==> config.mk <==
export PLATFORM = sky130hd
export DESIGN_NAME = ram_port_arbiter_flat
export DESIGN_NICKNAME = d
export VERILOG_FILES = /design/src/rtl/ram_port_arbiter_if.sv /design/src/rtl/ram_port_arbiter.sv /design/src/flat_wrapper.sv
export SDC_FILE = /design/constraint.sdc
export NUM_CORES = 1
export LEC_CHECK = 0
export BUFFER_PORTS_ARGS = -buffer_cell sky130_fd_sc_hd__buf_2
export CAP_MARGIN = 5
export CORE_AREA = 2 2 279 281
export DETAILED_ROUTE_END_ITERATION = 8
export DIE_AREA = 0 0 281 283
export PLACE_DENSITY = 0.42
export SLEW_MARGIN = 0
export SYNTH_ARGS = -nofsm -noshare
export SYNTH_HDL_FRONTEND = slang
export SYNTH_SLANG_ARGS = --single-unit
==> constraint.sdc <==
create_clock -name clk -period 7.4 [get_ports clk]
set_input_delay 0.74 -clock clk [delete_from_list [all_inputs] [get_ports clk]]
set_output_delay 0.74 -clock clk [all_outputs]
set_load 0.01 [all_outputs]
==> src/rtl/ram_port_arbiter_if.sv <==
// Signal bundle that links the IF/LS requesters, the RAM port arbiter and RAMHelper.
// The slave modport is the arbiter side. The master modport is the requester/RAM side.
interface ram_port_arbiter_if #(
    parameter int ADDR_W = 64,
    parameter int DATA_W = 64
);
    logic              if_req_valid;
    logic              if_req_ready;
    logic [ADDR_W-1:0] if_req_addr;
    logic              if_rsp_valid;
    logic              if_rsp_ready;
    logic [DATA_W-1:0] if_rsp_data;

    logic              ls_req_valid;
    logic              ls_req_ready;
    logic              ls_req_we;
    logic [ADDR_W-1:0] ls_req_addr;
    logic [DATA_W-1:0] ls_req_wdata;
    logic [DATA_W-1:0] ls_req_wmask;
    logic              ls_rsp_valid;
    logic              ls_rsp_ready;
    logic [DATA_W-1:0] ls_rsp_data;

    logic              ram_ren;
    logic [ADDR_W-1:0] ram_raddr;
    logic [DATA_W-1:0] ram_rdata;
    logic              ram_wen;
    logic [ADDR_W-1:0] ram_waddr;
    logic [DATA_W-1:0] ram_wdata;
    logic [DATA_W-1:0] ram_wmask;

    modport slave (
        input  if_req_valid, if_req_addr, if_rsp_ready,
        input  ls_req_valid, ls_req_we, ls_req_addr, ls_req_wdata, ls_req_wmask, ls_rsp_ready,
        input  ram_rdata,
        output if_req_ready, if_rsp_valid, if_rsp_data,
        output ls_req_ready, ls_rsp_valid, ls_rsp_data,
        output ram_ren, ram_raddr, ram_wen, ram_waddr, ram_wdata, ram_wmask
    );

    modport master (
        output if_req_valid, if_req_addr, if_rsp_ready,
        output ls_req_valid, ls_req_we, ls_req_addr, ls_req_wdata, ls_req_wmask, ls_rsp_ready,
        output ram_rdata,
        input  if_req_ready, if_rsp_valid, if_rsp_data,
        input  ls_req_ready, ls_rsp_valid, ls_rsp_data,
        input  ram_ren, ram_raddr, ram_wen, ram_waddr, ram_wdata, ram_wmask
    );
endinterface

==> src/rtl/ram_port_arbiter.sv <==
// Shares the single RAMHelper port between instruction fetch and load/store.
// It grants one request at a time with round-robin tie breaking and registers the response.
module ram_port_arbiter #(
    parameter int                ADDR_W   = 64,
    parameter int                DATA_W   = 64,
    parameter logic [ADDR_W-1:0] RAM_BASE = ADDR_W'(64'h8000_0000)
) (
    input logic               clk,
    input logic               rst,
    ram_port_arbiter_if.slave bus
);
    typedef enum logic [1:0] {IDLE, RSP_IF, RSP_LS} state_t;

    state_t            state;
    logic              prio;          // 0: LS wins a tie, 1: IF wins a tie
    logic              ifRspValid;
    logic              lsRspValid;
    logic [DATA_W-1:0] ifRspData;
    logic [DATA_W-1:0] lsRspData;

    logic              grantIf;
    logic              grantLs;
    logic [ADDR_W-1:0] ifIndex;
    logic [ADDR_W-1:0] lsIndex;

    assign ifIndex = (bus.if_req_addr - RAM_BASE) >> 3;
    assign lsIndex = (bus.ls_req_addr - RAM_BASE) >> 3;

    // NOTE: both grants get a default first so this block cannot infer a latch.
    // Grants are also masked during reset so that ready and the strobes read 0 while rst is high.
    always_comb begin
        grantIf = 1'b0;
        grantLs = 1'b0;
        if (!rst && state == IDLE) begin
            if (bus.if_req_valid && bus.ls_req_valid) begin
                grantIf = prio;
                grantLs = !prio;
            end else begin
                grantIf = bus.if_req_valid;
                grantLs = bus.ls_req_valid;
            end
        end
    end

    assign bus.if_req_ready = grantIf;
    assign bus.ls_req_ready = grantLs;

    assign bus.ram_ren   = grantIf || (grantLs && !bus.ls_req_we);
    assign bus.ram_raddr = grantIf ? ifIndex : lsIndex;
    assign bus.ram_wen   = grantLs && bus.ls_req_we;
    assign bus.ram_waddr = lsIndex;
    assign bus.ram_wdata = bus.ls_req_wdata;
    assign bus.ram_wmask = bus.ls_req_wmask;

    assign bus.if_rsp_valid = ifRspValid;
    assign bus.if_rsp_data  = ifRspData;
    assign bus.ls_rsp_valid = lsRspValid;
    assign bus.ls_rsp_data  = lsRspData;

    // NOTE: all state is updated with non-blocking assignments, so every branch sees the values from before the edge.
    always_ff @(posedge clk or posedge rst) begin
        if (rst) begin
            state      <= IDLE;
            prio       <= 1'b0;
            ifRspValid <= 1'b0;
            lsRspValid <= 1'b0;
            ifRspData  <= '0;
            lsRspData  <= '0;
        end else begin
            case (state)
                IDLE: begin
                    if (grantIf) begin
                        ifRspData  <= bus.ram_rdata;
                        ifRspValid <= 1'b1;
                        prio       <= 1'b0;
                        state      <= RSP_IF;
                    end else if (grantLs) begin
                        // A write acknowledge carries no data.
                        lsRspData  <= bus.ls_req_we ? '0 : bus.ram_rdata;
                        lsRspValid <= 1'b1;
                        prio       <= 1'b1;
                        state      <= RSP_LS;
                    end
                end
                RSP_IF: begin
                    if (bus.if_rsp_ready) begin
                        ifRspValid <= 1'b0;
                        state      <= IDLE;
                    end
                end
                RSP_LS: begin
                    if (bus.ls_rsp_ready) begin
                        lsRspValid <= 1'b0;
                        state      <= IDLE;
                    end
                end
                default: state <= IDLE;
            endcase
        end
    end
endmodule
==> src/flat_wrapper.sv <==
// flat-port wrapper written by rule: the top's interface ports become plain ports
module ram_port_arbiter_flat 
#(
    parameter int                ADDR_W   = 64,
    parameter int                DATA_W   = 64,
    parameter logic [ADDR_W-1:0] RAM_BASE = ADDR_W'(64'h8000_0000)
)
  (clk, rst, bus_if_req_valid, bus_if_req_addr, bus_if_rsp_ready, bus_ls_req_valid, bus_ls_req_we, bus_ls_req_addr, bus_ls_req_wdata, bus_ls_req_wmask, bus_ls_rsp_ready, bus_ram_rdata, bus_if_req_ready, bus_if_rsp_valid, bus_if_rsp_data, bus_ls_req_ready, bus_ls_rsp_valid, bus_ls_rsp_data, bus_ram_ren, bus_ram_raddr, bus_ram_wen, bus_ram_waddr, bus_ram_wdata, bus_ram_wmask);
  ram_port_arbiter_if #(.ADDR_W(ADDR_W), .DATA_W(DATA_W)) bus_i ();
  input logic clk;
  input logic rst;
  input wire logic [$bits(bus_i.if_req_valid)-1:0] bus_if_req_valid;
  input wire logic [$bits(bus_i.if_req_addr)-1:0] bus_if_req_addr;
  input wire logic [$bits(bus_i.if_rsp_ready)-1:0] bus_if_rsp_ready;
  input wire logic [$bits(bus_i.ls_req_valid)-1:0] bus_ls_req_valid;
  input wire logic [$bits(bus_i.ls_req_we)-1:0] bus_ls_req_we;
  input wire logic [$bits(bus_i.ls_req_addr)-1:0] bus_ls_req_addr;
  input wire logic [$bits(bus_i.ls_req_wdata)-1:0] bus_ls_req_wdata;
  input wire logic [$bits(bus_i.ls_req_wmask)-1:0] bus_ls_req_wmask;
  input wire logic [$bits(bus_i.ls_rsp_ready)-1:0] bus_ls_rsp_ready;
  input wire logic [$bits(bus_i.ram_rdata)-1:0] bus_ram_rdata;
  output wire logic [$bits(bus_i.if_req_ready)-1:0] bus_if_req_ready;
  output wire logic [$bits(bus_i.if_rsp_valid)-1:0] bus_if_rsp_valid;
  output wire logic [$bits(bus_i.if_rsp_data)-1:0] bus_if_rsp_data;
  output wire logic [$bits(bus_i.ls_req_ready)-1:0] bus_ls_req_ready;
  output wire logic [$bits(bus_i.ls_rsp_valid)-1:0] bus_ls_rsp_valid;
  output wire logic [$bits(bus_i.ls_rsp_data)-1:0] bus_ls_rsp_data;
  output wire logic [$bits(bus_i.ram_ren)-1:0] bus_ram_ren;
  output wire logic [$bits(bus_i.ram_raddr)-1:0] bus_ram_raddr;
  output wire logic [$bits(bus_i.ram_wen)-1:0] bus_ram_wen;
  output wire logic [$bits(bus_i.ram_waddr)-1:0] bus_ram_waddr;
  output wire logic [$bits(bus_i.ram_wdata)-1:0] bus_ram_wdata;
  output wire logic [$bits(bus_i.ram_wmask)-1:0] bus_ram_wmask;
  assign bus_i.if_req_valid = bus_if_req_valid;
  assign bus_i.if_req_addr = bus_if_req_addr;
  assign bus_i.if_rsp_ready = bus_if_rsp_ready;
  assign bus_i.ls_req_valid = bus_ls_req_valid;
  assign bus_i.ls_req_we = bus_ls_req_we;
  assign bus_i.ls_req_addr = bus_ls_req_addr;
  assign bus_i.ls_req_wdata = bus_ls_req_wdata;
  assign bus_i.ls_req_wmask = bus_ls_req_wmask;
  assign bus_i.ls_rsp_ready = bus_ls_rsp_ready;
  assign bus_i.ram_rdata = bus_ram_rdata;
  assign bus_if_req_ready = bus_i.if_req_ready;
  assign bus_if_rsp_valid = bus_i.if_rsp_valid;
  assign bus_if_rsp_data = bus_i.if_rsp_data;
  assign bus_ls_req_ready = bus_i.ls_req_ready;
  assign bus_ls_rsp_valid = bus_i.ls_rsp_valid;
  assign bus_ls_rsp_data = bus_i.ls_rsp_data;
  assign bus_ram_ren = bus_i.ram_ren;
  assign bus_ram_raddr = bus_i.ram_raddr;
  assign bus_ram_wen = bus_i.ram_wen;
  assign bus_ram_waddr = bus_i.ram_waddr;
  assign bus_ram_wdata = bus_i.ram_wdata;
  assign bus_ram_wmask = bus_i.ram_wmask;
  ram_port_arbiter #(.ADDR_W(ADDR_W), .DATA_W(DATA_W), .RAM_BASE(RAM_BASE)) u_core (.clk(clk), .rst(rst), .bus(bus_i));
endmodule
* Word-level counts from Yosys, hierarchy flattened *
Index checks and enable logic that the tools add are counted.

word-level totals
  bits in registers = 133

operators by class
  $add $sub $neg = 2
  equal/unequal tests = 8
  muxes and demuxes = 19
  bitwise gates (word level) = 1
  reductions and logical operators = 18

operators with widths
  cell                      number
  $sub A64 B32 Y64 const B  2
  $mux W64                  1
  $mux W61                  1
  $mux W1                   10
  $reduce_and A3 Y1         3
  $mux W2                   4
  $ne A2 B2 Y1 const B      3
  $pmux W2 S3               1
  $reduce_bool A2 Y1        3
  $logic_and A1 B1 Y1       4
  $ne A2 B1 Y1 const B      2
  $pmux W1 S2               2
  $reduce_and A2 Y1         2
  $reduce_and A4 Y1         1
  $logic_not A1 Y1          3
  $ne A3 B1 Y1 const B      1
  $eq A2 B1 Y1 const B      1
  $eq A2 B2 Y1 const B      1
  $logic_not A2 Y1          1
  $logic_or A1 B1 Y1        1
  $not A1 Y1                1

* Logic depth before layout (Yosys ltp) *
  depth after elaboration = 6
  gate-level depth with buffers = 8

* Worst setup path before layout *
OpenSTA, ideal clock, no wires.

  path type = input to output
  from = input port bus_ls_req_addr[31]
  to = output port bus_ram_raddr[48]
  arrival time = 3.020 ns
  data required time = 6.660 ns
  path slack = 3.640 ns
  cell stages on the path = 8
  path buffers = 1
  cell sequence = inv_1 -> ha_1 -> or4b_4 -> or4b_4 -> buf_6 -> or3_1 -> xnor2_1 -> mux2_1

between the ends
  word-level cells in the longest chain between the ends = 2

RTL lines
  item                         RTL line                source
  start: declaration           flat_wrapper.sv:17      input wire logic [$bits(bus_i.ls_req_addr)-1:0] bus_ls_req_addr;
  $sub A64 B32 Y64             ram_port_arbiter.sv:27  assign lsIndex = (bus.ls_req_addr - RAM_BASE) >> 3;
  named net bus_ram_waddr[48]  flat_wrapper.sv:31      output wire logic [$bits(bus_i.ram_waddr)-1:0] bus_ram_waddr;
  $mux W61                     ram_port_arbiter.sv:49  assign bus.ram_raddr = grantIf ? ifIndex : lsIndex;
  end: declaration             flat_wrapper.sv:29      output wire logic [$bits(bus_i.ram_raddr)-1:0] bus_ram_raddr;

The timed path passes the listed nets, and every way through them passes these cells.

* Worst setup path in the final report *
  from = input port bus_ls_req_addr[31]
  to = output port bus_ram_raddr[56]

between the ends
  word-level cells in the longest chain between the ends = 2

RTL lines
  item              RTL line
  $sub A64 B32 Y64  ram_port_arbiter.sv:27
  $mux W61          ram_port_arbiter.sv:49

Every way passes these cells.

==> metrics.csv <==
stage,metric,value,unit
cells_and_area,Layout area overhead,34.9,%
worst_setup_path,Crit path max-delay family,simple AND/OR/NAND/NOR gates,
hold_path,hold crit path type,input port to asynchronous set/reset pin,
routing,Via Count,7988,
routing,Detailed Routing Iterations Pass 1,4,
clock_network,Sink Count,133,
worst_setup_path,Critical-path top delay cell,nor4b_1,
grt,first-pass GRT wire length,61500,um
grt,initial antenna violation count,5,
placement,DP Worst Slack,3070,ps
routing,post-route ant nets,0,
sta,# setup viols final,0,
sta,skew final,19.4,ps
floorplan,Core ar.,0.0767,mm^2
worst_setup_path,worst reg2reg path startpoint,u_core.state[1],
floorplan,Die Area,0.0795,mm^2
clock_network,Clock Tree Root,clkbuf_16,
power_and_ir_drop,P_sw,1.35,mW
power_and_ir_drop,Leak Pwr,5.63,nW
worst_setup_path,worst path cell trace,buf_2 > inv_1 > ha_1 > or4b_4 > nor4b_1 > nand4_1 > xnor2_1 > mux2_2 > buf_2,
clock_network,CTS clock-pin slew for the worst setup and hold paths,60,ps
floorplan,Initial Utilization,10.8,%
cells_and_area,Final #Nets,1667,
worst_setup_path,CP Launch Type,input port,
cells_and_area,share of cells above drive strength 1,38.3,%
worst_setup_path,Crit Path Class,input port to primary output,
power_and_ir_drop,maximum vdd drop,155,uV
worst_setup_path,Reg-to-Reg End,u_core.bus.if_rsp_data[48],
sta,final worst path period share,56.9,%
clock_network,clock latency at the later pin of the worst-skew pair,470,ps
grt,pin count of the biggest net entering global routing,97,
logic_synthesis,#FFs+latches synth,133,
clock_network,cts hold-fix bufs,0,
sta,RSZ-0062 raised after global routing,false,
logic_synthesis,Avg Inst Size Synth,7.76,um^2
grt,Tot GR Track Use,11.1,%
worst_setup_path,crit path capture type,primary output,
routing,DRC Markers,0,
worst_setup_path,r2r setup slk,4630,ps
worst_setup_path,worst path bufs/invs,3,
floorplan,die width,281,um
cells_and_area,most common library cell in the layout ignoring fill and taps,buf_2,
logic_synthesis,Netlist cell types,39,
logic_synthesis,"EDFF count, synth",0,
routing,drt wl/cell,18.7,um
power_and_ir_drop,combinational share of power,37.1,%
sta,Max Freq,237,MHz
job,Max Cap Viol,0,
logic_synthesis,"Top FF cell, synth",dfrtp_1,
grt,vias in the first global route,7902,
worst_setup_path,Worst Setup EP,bus_ram_raddr[56],
clock_network,clk buf depth,2,
sta,relative slew slack,20.2,%
clock_network,postcts setup bufs,0,
sta,max-slew violation count,0,
power_and_ir_drop,power per cell area,308,mW/mm^2
cells_and_area,most frequent cells in the layout,"buf_2, nand2_1, dfrtp_1",
placement,Final GP Congestion,0.907,
power_and_ir_drop,Switching Share,39.2,%
status,run status,completed,
logic_synthesis,Mapped Cells,1071,
routing,final WL,44800,um
clock_network,Post-CTS Resized,0,
power_and_ir_drop,Clock power frac,27.9,%
logic_synthesis,async set or reset register ratio after synthesis,100,%
placement,DPL Wire Length,35900,um
worst_setup_path,Worst EP required,6660,ps
routing,DR iter-0 viols,360,
placement,port bufs,448,
worst_setup_path,crit-path max FO,5,
clock_network,TritonCTS clock tree,built,
floorplan,Ports,717,
sta,setup TNS,0,ps
sta,final-report hold violation count,0,
sta,min cycle time layout,4210,ps
logic_synthesis,register area share after synthesis,40.0,%
clock_network,Num CTS Buffers,17,
sta,Worst Tran Pin Value,1190,ps
grt,GRT overflow,0,
logic_synthesis,yosys warns,0,
power_and_ir_drop,Flop pwr share,35.1,%
worst_setup_path,Arrival @ worst endpoint,3470,ps
sta,hold slack,442,ps
routing,Vias/cell,3.34,
worst_setup_path,FF-to-FF path depth,6,
worst_setup_path,critical path's most frequent cell,buf_2,
worst_setup_path,CP Depth,9,
power_and_ir_drop,internal power,2.10,mW
worst_setup_path,CP Launch Point,bus_ls_req_addr[31],
floorplan,Std-Cell Rows,102,
clock_network,CTS H-tree depth,4,
logic_synthesis,Mapped Area,0.00831,mm^2
worst_setup_path,max incr delay on CP,890,ps
floorplan,Die Ht,283,um
sta,setup ws final,3190,ps
[cells in the mapped netlist, types with 2 or more instances]
cell	n	share of area (%)
nand3_1	10	0.60
nor2_1	37	1.7
dfrtp_1	133	40
or3_1	6	0.45
mux2_1	2	0.27
clkbuf_1	46	2.1
xnor2_1	29	3.1
o21ai_0	70	4.2
or4b_4	2	0.33
buf_4	162	15
buf_1	2	0.090
xor2_1	28	3.0
nand4_1	11	0.83
nor3b_1	2	0.18
nand2b_1	5	0.38
inv_1	12	0.54
or4_1	6	0.54
ha_1	2	0.30
nor4b_1	3	0.32
nor4_1	15	1.1
mux2_2	18	2.4
mux2i_1	3	0.36
a21oi_1	7	0.42
nor3_1	20	1.2
a31oi_1	2	0.15
nand4b_1	3	0.32
or4_4	2	0.27
nand2_1	422	19
[routing by layer]
metal | GRT usage [%] | share of wire [%] | vias up
met4 | 6.31 | 5.7 | 4
li1 | - | - | 3810
met3 | 6.40 | 13 | 71
met1 | 11.5 | 37 | 3627
met2 | 17.3 | 44 | 476
met5 | 0.611 | 0.19 | -
[worst min path at each step]
stage | slack, ps | cells after the start | end | from
2_1_floorplan | 450 | 1 | u_core.bus.ls_rsp_valid | u_core.state[1]
3_3_place_gp | 450 | 2 | u_core.bus.if_rsp_data[50] | u_core.bus.if_rsp_data[50]
3_5_place_dp | 460 | 2 | u_core.bus.if_rsp_data[21] | u_core.bus.if_rsp_data[21]
4_1_cts | 400 | 3 | u_core.bus.if_rsp_data[61] | bus_ram_rdata[61]
5_1_grt | 450 | 3 | u_core.bus.if_rsp_data[41] | bus_ram_rdata[41]
6_report | 440 | 2 | u_core.bus.if_rsp_data[36] | rst
[layout make-up]
class                   count  area (um^2)
diodes                      3         7.51
fillers                  8857        65500
repair buffers            454         2300
flip-flops and latches    133         3330
clock inverters            14          199
multi-input cells         719         3590
well taps                1040         1300
clock buffers              18          429
inverters                  13         60.1
[cell families after synthesis]
kind of cell	count (synthesis)	share of synthesized area, %
xor gates and xnor gates	57	6.01
other	1	0.0451
buffers and inverters	224	17.5
muxes	23	3.07
adders and majority gates	2	0.301
DFF	133	40.0
AOI/OAI and AO/OA	81	5.00
and+or+nand+nor	550	28.0
[through the flow]
| stage | util [%] | cell area (um^2) | cells | total power, mW |
|---|---|---|---|---|
| global route | 14.6 | 11200 | 2393 | 3.75 |
| finish | 14.6 | 11200 | 2394 | 3.45 |
| floorplan | - | 8330 | 1076 | 1.91 |
| global placement | 13.8 | 10600 | 2359 | 2.54 |
| detailed placement | 13.8 | 10600 | 2359 | 2.55 |
| CTS | 14.6 | 11200 | 2391 | 3.57 |
[registers in the layout (all words and copies together), names as in the netlist]
signal / flops
u_core.prio: 1
u_core.bus.if_rsp_data: 64
u_core.bus.if_rsp_valid: 1
u_core.bus.ls_rsp_valid: 1
u_core.bus.ls_rsp_data: 64
u_core.state: 2
[power groups by stage]
stage / logic (mW) / clock network [mW] / registers [mW]
2_1_floorplan: 0.529 / 0 / 1.38
4_1_cts: 1.32 / 1.03 / 1.21
3_3_place_gp: 1.32 / 0 / 1.22
5_1_grt: 1.45 / 1.05 / 1.25
6_report: 1.28 / 0.963 / 1.21
3_5_place_dp: 1.32 / 0 / 1.22
[worst reg2reg max path: stages (launching register included)]
cell     delay, ps
dfrtp_1        420
nor3_1         520
nand3_4        310
inv_6          530
buf_4          680
nand2_1        170
nand2_1         90
Power figures use the tool's default switching activity.
